===== config.mk =====
export PLATFORM = sky130hd
export DESIGN_NAME = stat_rd_sched_flat
export DESIGN_NICKNAME = d
export VERILOG_FILES = /design/src/rtl/stat_pkt_pkg.sv /design/src/rtl/stat_rd_sched_if.sv /design/src/rtl/stat_sweep_timer.sv /design/src/rtl/stat_rd_sched.sv /design/src/flat_wrapper.sv
export SDC_FILE = /design/constraint.sdc
export NUM_CORES = 1
export LEC_CHECK = 0
export BUFFER_PORTS_ARGS = -buffer_cell sky130_fd_sc_hd__buf_2
export CAP_MARGIN = 0
export CORE_MARGIN = 3
export CORE_UTILIZATION = 50
export DETAILED_ROUTE_END_ITERATION = 8
export GPL_ROUTABILITY_DRIVEN = 1
export PLACE_DENSITY = 0.89
export SYNTH_ARGS = -nofsm -noshare
export SYNTH_HDL_FRONTEND = slang
export SYNTH_SLANG_ARGS = --single-unit

===== constraint.sdc =====
create_clock -name clk_i -period 2.15 [get_ports clk_i]
set_clock_uncertainty 0.05 [all_clocks]
set_input_delay 0.645 -clock clk_i [delete_from_list [all_inputs] [get_ports clk_i]]
set_output_delay 0.645 -clock clk_i [all_outputs]
set_load 0.02 [all_outputs]

===== src/rtl/stat_pkt_pkg.sv =====
// Shared types for the stat_pkt read scheduler.
//   state_e  : read FSM state (IDLE, or WAIT with one read outstanding)
//   req_id_e : which requester owns or last owned the stat_pkt read port
package stat_pkt_pkg;

  typedef enum logic {
    ST_IDLE = 1'b0,
    ST_WAIT = 1'b1
  } state_e;

  typedef enum logic {
    REQ_HOST  = 1'b0,
    REQ_SWEEP = 1'b1
  } req_id_e;

endpackage


===== src/rtl/stat_rd_sched_if.sv =====
// Signal bundle for stat_rd_sched: host read port, sweep result port and
// the read port towards stat_pkt.
//   slave  : the scheduler's view (drives host/sweep results, rd strobe)
//   master : the surrounding system's view (host, sweep enable, stat_pkt)
interface stat_rd_sched_if #(
  parameter int A_WIDTH = 3,
  parameter int D_WIDTH = 32
);
  logic               host_req_i;
  logic [A_WIDTH-1:0] host_flow_num_i;
  logic               host_ack_o;
  logic [D_WIDTH-1:0] host_data_o;
  logic               host_data_val_o;
  logic               sweep_en_i;
  logic [A_WIDTH-1:0] sweep_flow_num_o;
  logic [D_WIDTH-1:0] sweep_data_o;
  logic               sweep_data_val_o;
  logic               sweep_done_o;
  logic               sweep_overrun_o;
  logic               timeout_err_o;
  logic               rd_stb_o;
  logic [A_WIDTH-1:0] rd_flow_num_o;
  logic [D_WIDTH-1:0] rd_data_i;
  logic               rd_data_val_i;

  modport slave (
    input  host_req_i, host_flow_num_i, sweep_en_i, rd_data_i, rd_data_val_i,
    output host_ack_o, host_data_o, host_data_val_o,
           sweep_flow_num_o, sweep_data_o, sweep_data_val_o, sweep_done_o,
           sweep_overrun_o, timeout_err_o, rd_stb_o, rd_flow_num_o
  );

  modport master (
    output host_req_i, host_flow_num_i, sweep_en_i, rd_data_i, rd_data_val_i,
    input  host_ack_o, host_data_o, host_data_val_o,
           sweep_flow_num_o, sweep_data_o, sweep_data_val_o, sweep_done_o,
           sweep_overrun_o, timeout_err_o, rd_stb_o, rd_flow_num_o
  );
endinterface


===== src/rtl/stat_sweep_timer.sv =====
// Periodic sweep timer. Counts 0..SWEEP_PERIOD-1 while sweep_en_i is high;
// at the terminal count it starts a sweep over all flows (or flags an
// overrun if the previous sweep is still active).
//   clk_i, rst_i  : clock, synchronous active-high reset
//   sweep_en_i    : enables the period counter (low clears it)
//   grant_i       : scheduler granted the pending sweep read this cycle
//   done_i        : last flow of the sweep was delivered this cycle
//   req_o         : a sweep read is pending
//   flow_o        : flow number of the pending sweep read
//   overrun_o     : one-cycle pulse, period elapsed during an active sweep
module stat_sweep_timer
  import stat_pkt_pkg::*;
#(
  parameter int A_WIDTH      = 3,
  parameter int SWEEP_PERIOD = 1024
) (
  input  logic               clk_i,
  input  logic               rst_i,
  input  logic               sweep_en_i,
  input  logic               grant_i,
  input  logic               done_i,
  output logic               req_o,
  output logic [A_WIDTH-1:0] flow_o,
  output logic               overrun_o
);

  localparam int               CW        = (SWEEP_PERIOD > 1) ? $clog2(SWEEP_PERIOD) : 1;
  localparam logic [CW-1:0]      CNT_LAST  = CW'(SWEEP_PERIOD - 1);
  localparam logic [A_WIDTH-1:0] FLOW_LAST = '1;

  logic [CW-1:0]      cnt_q, cnt_d;
  logic               active_q, active_d;
  logic               pend_q, pend_d;
  logic [A_WIDTH-1:0] idx_q, idx_d;
  logic               overrun_q, overrun_d;
  logic               terminal;

  always_comb begin
    // NOTE: every variable gets a default before any branch, so no path
    // leaves one unassigned and no latch is inferred.
    cnt_d     = cnt_q;
    active_d  = active_q;
    pend_d    = pend_q;
    idx_d     = idx_q;
    overrun_d = 1'b0;
    terminal  = sweep_en_i && (cnt_q == CNT_LAST);

    if (!sweep_en_i || terminal) cnt_d = '0;
    else                         cnt_d = cnt_q + CW'(1);

    // The index wraps naturally; issuing the last flow clears the pending
    // flag so the wrap never produces an extra read.
    if (grant_i) begin
      if (idx_q == FLOW_LAST) pend_d = 1'b0;
      idx_d = idx_q + A_WIDTH'(1);
    end

    // An active sweep finishes on its own, independent of sweep_en_i.
    if (done_i) active_d = 1'b0;

    if (terminal) begin
      if (active_q) begin
        overrun_d = 1'b1;
      end else begin
        active_d = 1'b1;
        pend_d   = 1'b1;
        idx_d    = '0;
      end
    end
  end

  // NOTE: state registers use non-blocking assignments so every flop
  // samples the pre-edge value of the others, independent of block order.
  always_ff @(posedge clk_i) begin
    // NOTE: the reset here is synchronous; it is sampled only at the edge.
    if (rst_i) begin
      cnt_q     <= '0;
      active_q  <= 1'b0;
      pend_q    <= 1'b0;
      idx_q     <= '0;
      overrun_q <= 1'b0;
    end else begin
      cnt_q     <= cnt_d;
      active_q  <= active_d;
      pend_q    <= pend_d;
      idx_q     <= idx_d;
      overrun_q <= overrun_d;
    end
  end

  assign req_o     = pend_q;
  assign flow_o    = idx_q;
  assign overrun_o = overrun_q;

endmodule


===== src/rtl/stat_rd_sched.sv =====
// Read scheduler in front of stat_pkt. Arbitrates host read-and-clear
// requests against periodic sweep reads, keeps at most one read
// outstanding, and aborts a read after RD_TIMEOUT cycles with data 0.
//   clk_i, rst_i : clock, synchronous active-high reset
//   bus (slave)  : host request/ack/data, sweep enable and results,
//                  stat_pkt read strobe/flow and read data/valid
module stat_rd_sched
  import stat_pkt_pkg::*;
#(
  parameter int A_WIDTH      = 3,
  parameter int D_WIDTH      = 32,
  parameter int SWEEP_PERIOD = 1024,
  parameter int RD_TIMEOUT   = 16
) (
  input logic            clk_i,
  input logic            rst_i,
  stat_rd_sched_if.slave bus
);

  localparam int                 TW        = $clog2(RD_TIMEOUT + 1);
  localparam logic [TW-1:0]      WAIT_LAST = TW'(RD_TIMEOUT - 1);
  localparam logic [A_WIDTH-1:0] FLOW_LAST = '1;

  state_e             state_q, state_d;
  logic [TW-1:0]      wait_cnt_q, wait_cnt_d;
  req_id_e            owner_q, owner_d;
  req_id_e            last_q, last_d;
  logic [A_WIDTH-1:0] cur_flow_q, cur_flow_d;
  logic               rd_stb_q, rd_stb_d;
  logic               host_ack_q, host_ack_d;
  logic [D_WIDTH-1:0] host_data_q, host_data_d;
  logic               host_val_q, host_val_d;
  logic [D_WIDTH-1:0] sweep_data_q, sweep_data_d;
  logic               sweep_val_q, sweep_val_d;
  logic [A_WIDTH-1:0] sweep_flow_q, sweep_flow_d;
  logic               sweep_done_q, sweep_done_d;
  logic               timeout_q, timeout_d;

  logic               sweep_req;
  logic [A_WIDTH-1:0] sweep_flow;
  logic               sweep_overrun;
  logic               grant_host, grant_sweep;
  logic               deliver;
  logic [D_WIDTH-1:0] deliver_data;

  stat_sweep_timer #(
    .A_WIDTH      (A_WIDTH),
    .SWEEP_PERIOD (SWEEP_PERIOD)
  ) u_sweep_timer (
    .clk_i      (clk_i),
    .rst_i      (rst_i),
    .sweep_en_i (bus.sweep_en_i),
    .grant_i    (grant_sweep),
    .done_i     (sweep_done_d),
    .req_o      (sweep_req),
    .flow_o     (sweep_flow),
    .overrun_o  (sweep_overrun)
  );

  always_comb begin
    state_d      = state_q;
    wait_cnt_d   = wait_cnt_q;
    owner_d      = owner_q;
    last_d       = last_q;
    cur_flow_d   = cur_flow_q;
    rd_stb_d     = 1'b0;
    host_ack_d   = 1'b0;
    host_data_d  = host_data_q;
    host_val_d   = 1'b0;
    sweep_data_d = sweep_data_q;
    sweep_val_d  = 1'b0;
    sweep_flow_d = sweep_flow_q;
    sweep_done_d = 1'b0;
    timeout_d    = 1'b0;
    grant_host   = 1'b0;
    grant_sweep  = 1'b0;
    deliver      = 1'b0;
    deliver_data = '0;

    case (state_q)
      ST_IDLE: begin
        // On a tie the requester that did not win last time is served.
        if (bus.host_req_i && sweep_req) begin
          if (last_q == REQ_SWEEP) grant_host  = 1'b1;
          else                     grant_sweep = 1'b1;
        end else begin
          grant_host  = bus.host_req_i;
          grant_sweep = sweep_req;
        end
        if (grant_host || grant_sweep) begin
          state_d    = ST_WAIT;
          wait_cnt_d = '0;
          rd_stb_d   = 1'b1;
          host_ack_d = grant_host;
          owner_d    = grant_host ? REQ_HOST : REQ_SWEEP;
          last_d     = grant_host ? REQ_HOST : REQ_SWEEP;
          cur_flow_d = grant_host ? bus.host_flow_num_i : sweep_flow;
        end
      end
      ST_WAIT: begin
        if (bus.rd_data_val_i) begin
          deliver      = 1'b1;
          deliver_data = bus.rd_data_i;
        end else if (wait_cnt_q == WAIT_LAST) begin
          deliver   = 1'b1;
          timeout_d = 1'b1;
        end else begin
          wait_cnt_d = wait_cnt_q + TW'(1);
        end
      end
      default: state_d = ST_IDLE;
    endcase

    // Completion (real data or timeout) goes to whoever owns the read.
    if (deliver) begin
      state_d = ST_IDLE;
      if (owner_q == REQ_HOST) begin
        host_data_d = deliver_data;
        host_val_d  = 1'b1;
      end else begin
        sweep_data_d = deliver_data;
        sweep_flow_d = cur_flow_q;
        sweep_val_d  = 1'b1;
        sweep_done_d = (cur_flow_q == FLOW_LAST);
      end
    end
  end

  always_ff @(posedge clk_i) begin
    if (rst_i) begin
      state_q      <= ST_IDLE;
      wait_cnt_q   <= '0;
      owner_q      <= REQ_HOST;
      last_q       <= REQ_SWEEP;  // host wins the first tie
      cur_flow_q   <= '0;
      rd_stb_q     <= 1'b0;
      host_ack_q   <= 1'b0;
      host_data_q  <= '0;
      host_val_q   <= 1'b0;
      sweep_data_q <= '0;
      sweep_val_q  <= 1'b0;
      sweep_flow_q <= '0;
      sweep_done_q <= 1'b0;
      timeout_q    <= 1'b0;
    end else begin
      state_q      <= state_d;
      wait_cnt_q   <= wait_cnt_d;
      owner_q      <= owner_d;
      last_q       <= last_d;
      cur_flow_q   <= cur_flow_d;
      rd_stb_q     <= rd_stb_d;
      host_ack_q   <= host_ack_d;
      host_data_q  <= host_data_d;
      host_val_q   <= host_val_d;
      sweep_data_q <= sweep_data_d;
      sweep_val_q  <= sweep_val_d;
      sweep_flow_q <= sweep_flow_d;
      sweep_done_q <= sweep_done_d;
      timeout_q    <= timeout_d;
    end
  end

  assign bus.host_ack_o       = host_ack_q;
  assign bus.host_data_o      = host_data_q;
  assign bus.host_data_val_o  = host_val_q;
  assign bus.sweep_flow_num_o = sweep_flow_q;
  assign bus.sweep_data_o     = sweep_data_q;
  assign bus.sweep_data_val_o = sweep_val_q;
  assign bus.sweep_done_o     = sweep_done_q;
  assign bus.sweep_overrun_o  = sweep_overrun;
  assign bus.timeout_err_o    = timeout_q;
  assign bus.rd_stb_o         = rd_stb_q;
  assign bus.rd_flow_num_o    = cur_flow_q;

endmodule

===== src/flat_wrapper.sv =====
// flat-port wrapper written by rule: the top's interface ports become plain ports
module stat_rd_sched_flat import stat_pkt_pkg::*;
#(
  parameter int A_WIDTH      = 3,
  parameter int D_WIDTH      = 32,
  parameter int SWEEP_PERIOD = 1024,
  parameter int RD_TIMEOUT   = 16
)
  (clk_i, rst_i, bus_host_req_i, bus_host_flow_num_i, bus_sweep_en_i, bus_rd_data_i, bus_rd_data_val_i, bus_host_ack_o, bus_host_data_o, bus_host_data_val_o, bus_sweep_flow_num_o, bus_sweep_data_o, bus_sweep_data_val_o, bus_sweep_done_o, bus_sweep_overrun_o, bus_timeout_err_o, bus_rd_stb_o, bus_rd_flow_num_o);
  stat_rd_sched_if #(.A_WIDTH(A_WIDTH), .D_WIDTH(D_WIDTH)) bus_i ();
  input logic clk_i;
  input logic rst_i;
  input wire logic [$bits(bus_i.host_req_i)-1:0] bus_host_req_i;
  input wire logic [$bits(bus_i.host_flow_num_i)-1:0] bus_host_flow_num_i;
  input wire logic [$bits(bus_i.sweep_en_i)-1:0] bus_sweep_en_i;
  input wire logic [$bits(bus_i.rd_data_i)-1:0] bus_rd_data_i;
  input wire logic [$bits(bus_i.rd_data_val_i)-1:0] bus_rd_data_val_i;
  output wire logic [$bits(bus_i.host_ack_o)-1:0] bus_host_ack_o;
  output wire logic [$bits(bus_i.host_data_o)-1:0] bus_host_data_o;
  output wire logic [$bits(bus_i.host_data_val_o)-1:0] bus_host_data_val_o;
  output wire logic [$bits(bus_i.sweep_flow_num_o)-1:0] bus_sweep_flow_num_o;
  output wire logic [$bits(bus_i.sweep_data_o)-1:0] bus_sweep_data_o;
  output wire logic [$bits(bus_i.sweep_data_val_o)-1:0] bus_sweep_data_val_o;
  output wire logic [$bits(bus_i.sweep_done_o)-1:0] bus_sweep_done_o;
  output wire logic [$bits(bus_i.sweep_overrun_o)-1:0] bus_sweep_overrun_o;
  output wire logic [$bits(bus_i.timeout_err_o)-1:0] bus_timeout_err_o;
  output wire logic [$bits(bus_i.rd_stb_o)-1:0] bus_rd_stb_o;
  output wire logic [$bits(bus_i.rd_flow_num_o)-1:0] bus_rd_flow_num_o;
  assign bus_i.host_req_i = bus_host_req_i;
  assign bus_i.host_flow_num_i = bus_host_flow_num_i;
  assign bus_i.sweep_en_i = bus_sweep_en_i;
  assign bus_i.rd_data_i = bus_rd_data_i;
  assign bus_i.rd_data_val_i = bus_rd_data_val_i;
  assign bus_host_ack_o = bus_i.host_ack_o;
  assign bus_host_data_o = bus_i.host_data_o;
  assign bus_host_data_val_o = bus_i.host_data_val_o;
  assign bus_sweep_flow_num_o = bus_i.sweep_flow_num_o;
  assign bus_sweep_data_o = bus_i.sweep_data_o;
  assign bus_sweep_data_val_o = bus_i.sweep_data_val_o;
  assign bus_sweep_done_o = bus_i.sweep_done_o;
  assign bus_sweep_overrun_o = bus_i.sweep_overrun_o;
  assign bus_timeout_err_o = bus_i.timeout_err_o;
  assign bus_rd_stb_o = bus_i.rd_stb_o;
  assign bus_rd_flow_num_o = bus_i.rd_flow_num_o;
  stat_rd_sched #(.A_WIDTH(A_WIDTH), .D_WIDTH(D_WIDTH), .SWEEP_PERIOD(SWEEP_PERIOD), .RD_TIMEOUT(RD_TIMEOUT)) u_core (.clk_i(clk_i), .rst_i(rst_i), .bus(bus_i));
endmodule

==> metrics.txt <==
status=complete, no violations; final worst slack=about 0.11 ns; CP Cell Sequence=ha_1 > and3_1 > ha_2 > o21a_4 > or4_1 > a211oi_2; area leader, netlist=dfxtp_1; clock-pin slew on the worst setup and hold paths=0.09 ns; Final Max Slew Viols=0; CTS sink count=100; Fill cells=roughly 590; H-Tree Depth=3; P&R area growth vs syn=22.84%; Port Buffers=116; drt first pass iters=5; I/O pin count=between 100 and 150; Peak supply drop=~0.63 mV; start point of the worst min-delay path=u_core.u_sweep_timer.active_q; area of the multi-input gates=about 1600 sq um; die area=between 8000 and 9000 sq um; CORE AREA=~7000 sq um; WP data required=~2.4 ns; PnR Total Power=3.353 mW; Final Hold Violating Endpoints=0; final WL=between 9 and 10 mm; Post-DP Area=about 4400 sq um; Initial Util=about 53%; post-synthesis register bit count=100; DP Worst Slack=approximately 0.07 ns; Worst Hold Class=reg2reg; Util after Layout=65.29%; Reg2Reg Depth=6; vias per cell=approximately 5.5; Die Y=92.39 microns; CTS tree=yes; ys async rst share=0%; dpl cells=607; Hold Path End=u_core.u_sweep_timer.overrun_o; syn_area_per_cell=~8.9 sq um; CP bufs+invs=0; worst flop-to-flop path startpoint=u_core.wait_cnt_q[0]; Arrival @ worst endpoint=around 2.3 ns; HPWL Detailed=about 6.5 mm; met2 routed WL=between 4 and 5 mm; CP startpoint kind=flop; GRT Total Usage=21.36%; final non-filler cell area=around 4600 sq um; DRT met1 WL=3.683 mm; Critical R2R Capture=u_core.wait_cnt_q[3]; clock root buffer=clkbuf_8; Routed Antenna Nets=0; antenna cells=0; CP peak stage delay=between 0.5 and 0.6 ns; buffer depth of the longest clock path=2; Post-synth EDFFs=0; # DRC=0; Setup crit end kind=flop; first-pass GRT wire length=around 15 mm; Slew @ Worst Pin=around 0.61 ns; synthesized cell area=roughly 3700 sq um; die width=between 90 and 100 microns; top-count cell post-synth=dfxtp_1; Power Dens Cells=between 700 and 800 nW/um^2; P_leak=roughly 2 nW; worst hold slack=0.4117 ns; Cell variety after synth=39; FMAX=slightly below 500 MHz; number of CTS-inserted buffers=9; via count=around 3,400; Initial DRC Count=198; initial antenna violation count=0; RSZ-0062 raised after global routing=no; largest net degree at the start of global routing=65; delay-heaviest family, CP=simple AND/OR/NAND/NOR gates; Final setup viols=0; Worst Hold Path Cells=2; CP max FO=7; Non-Filler Instances=just over 600; CP max stage cell=or4_1; Synthesized Nets=around 470; critical path class=reg2reg; share of post-route cells with drive strength above 1=between 20% and 30%; Final #Nets=between 500 and 600; Synth area leaders=dfxtp_1 (54%), o21ai_0 (6.7%), a22oi_1 (6.4%); Core Rows=30; met3 WL post-DR=574 microns; Sequential cell area=2002 sq um; worst skew pair latency=about 0.36 ns; GRT Residual Overflow=0; Most used DFF post-synth=dfxtp_1; Period minus WS final=2.044 ns; setup TNS=0 ns; post-route clock period utilization=between 90% and 100%; gp weighted congestion=0.8243; top cell type's share of synthesized area=roughly 54%; highest routed layer=met4; Rel. slew slack=about three fifths; Reg2Reg Setup Slack=0.11 ns; vias in the first global route=around 3,200; Synth Instances=420; Yosys Warn Count=0; Max Cap Violations=0; Avg WL per Cell=~15 microns; synth cell count leaders=dfxtp_1 (100), o21ai_0 (50), a21oi_1 (46), nor2_1 (42), nand2_1 (40); register area share after synthesis=a little over half
==> worst max-delay path by stage <==
stage | startpoint | to | slack [ns] | cells after the start
finish | u_core.wait_cnt_q[0] | u_core.wait_cnt_q[3] | 0.11 | 6
CTS | u_core.wait_cnt_q[0] | u_core.wait_cnt_q[3] | 0.05 | 6
global route | u_core.wait_cnt_q[0] | u_core.wait_cnt_q[3] | 0.03 | 6
global placement | u_core.wait_cnt_q[0] | u_core.wait_cnt_q[3] | 0.13 | 6
detailed placement | u_core.wait_cnt_q[0] | u_core.wait_cnt_q[3] | 0.07 | 6
floorplan | u_core.wait_cnt_q[0] | u_core.wait_cnt_q[3] | 0.19 | 6
==> state kept, by name, indices dropped and copies added (netlist names) <==
register and flops:
u_core.wait_cnt_q 5, u_core.u_sweep_timer.overrun_o 1, u_core.bus.rd_flow_num_o 3, u_core.bus.sweep_done_o 1, u_core.last_q 1, u_core.state_q 1
u_core.u_sweep_timer.active_q 1, u_core.u_sweep_timer.req_o 1, u_core.bus.rd_stb_o 1, u_core.bus.host_data_val_o 1, u_core.bus.host_ack_o 1, u_core.u_sweep_timer.flow_o 3
u_core.bus.sweep_data_val_o 1, u_core.u_sweep_timer.cnt_q 10, u_core.bus.sweep_flow_num_o 3, u_core.bus.timeout_err_o 1, u_core.bus.host_data_o 32, u_core.bus.sweep_data_o 32
u_core.owner_q 1
==> logic make-up (layout without fill, tap and decap cells) <==
group                      Yosys count  after routing  synth area share, %
AOI/OAI and AO/OA                  147            147                23.54
and+or+nand+nor                    122            122                14.99
DFF                                100            100                53.66
buffers and inverters               39            146                4.359
adders and majority gates            5              5                1.677
muxes                                4              4                1.073
xor gates and xnor gates             3              3               0.7044
==> layout by cell type, fill, tap and decap left out, types with 6 or more instances in the layout <==
master	count
o21ai_0	49
inv_1	6
clkbuf_8	9
nor2_1	42
or3_1	6
nand3_1	9
a21oi_1	46
nand2_1	40
a22oi_1	32
dfxtp_1	100
buf_2	116
buf_4	6
==> worst min-delay path, delay by kind of cell, from the launching register on <==
kind | cells | cell delay, ns
flops | 1 | 0.34
simple gates | 2 | 0.09
==> cell type report <==
cell class | count | area share, %
clock buffer | 9 | 2.703
clock inverter | 7 | 1.665
inverter | 6 | 0.4914
multi-input combinational | 281 | 34.32
sequential | 100 | 43.68
tap | 96 | 2.621
timing repair buffer | 124 | 14.52
==> power breakdown <==
part	total, mW	internal, mW	switching [mW]
Sequential	1.92	1.89	0.0276
Clock	1.18	0.543	0.636
Combinational	0.256	0.0917	0.165
==> routing by layer <==
| metal | vias to the layer above | global-route usage (%) |
|---|---|---|
| met3 | 22 | 4.793 |
| met5 | - | 0 |
| met2 | 133 | 37.76 |
| li1 | 1686 | - |
| met4 | 0 | 8.663 |
| met1 | 1563 | 24.88 |
==> repair_timing <==
action                     CTS  global route
gates resized for setup      0             1
buffers inserted             0             0
setup endpoints to repair    0             1
hold buffers                 0             0
(Power assumes the default switching activity.)
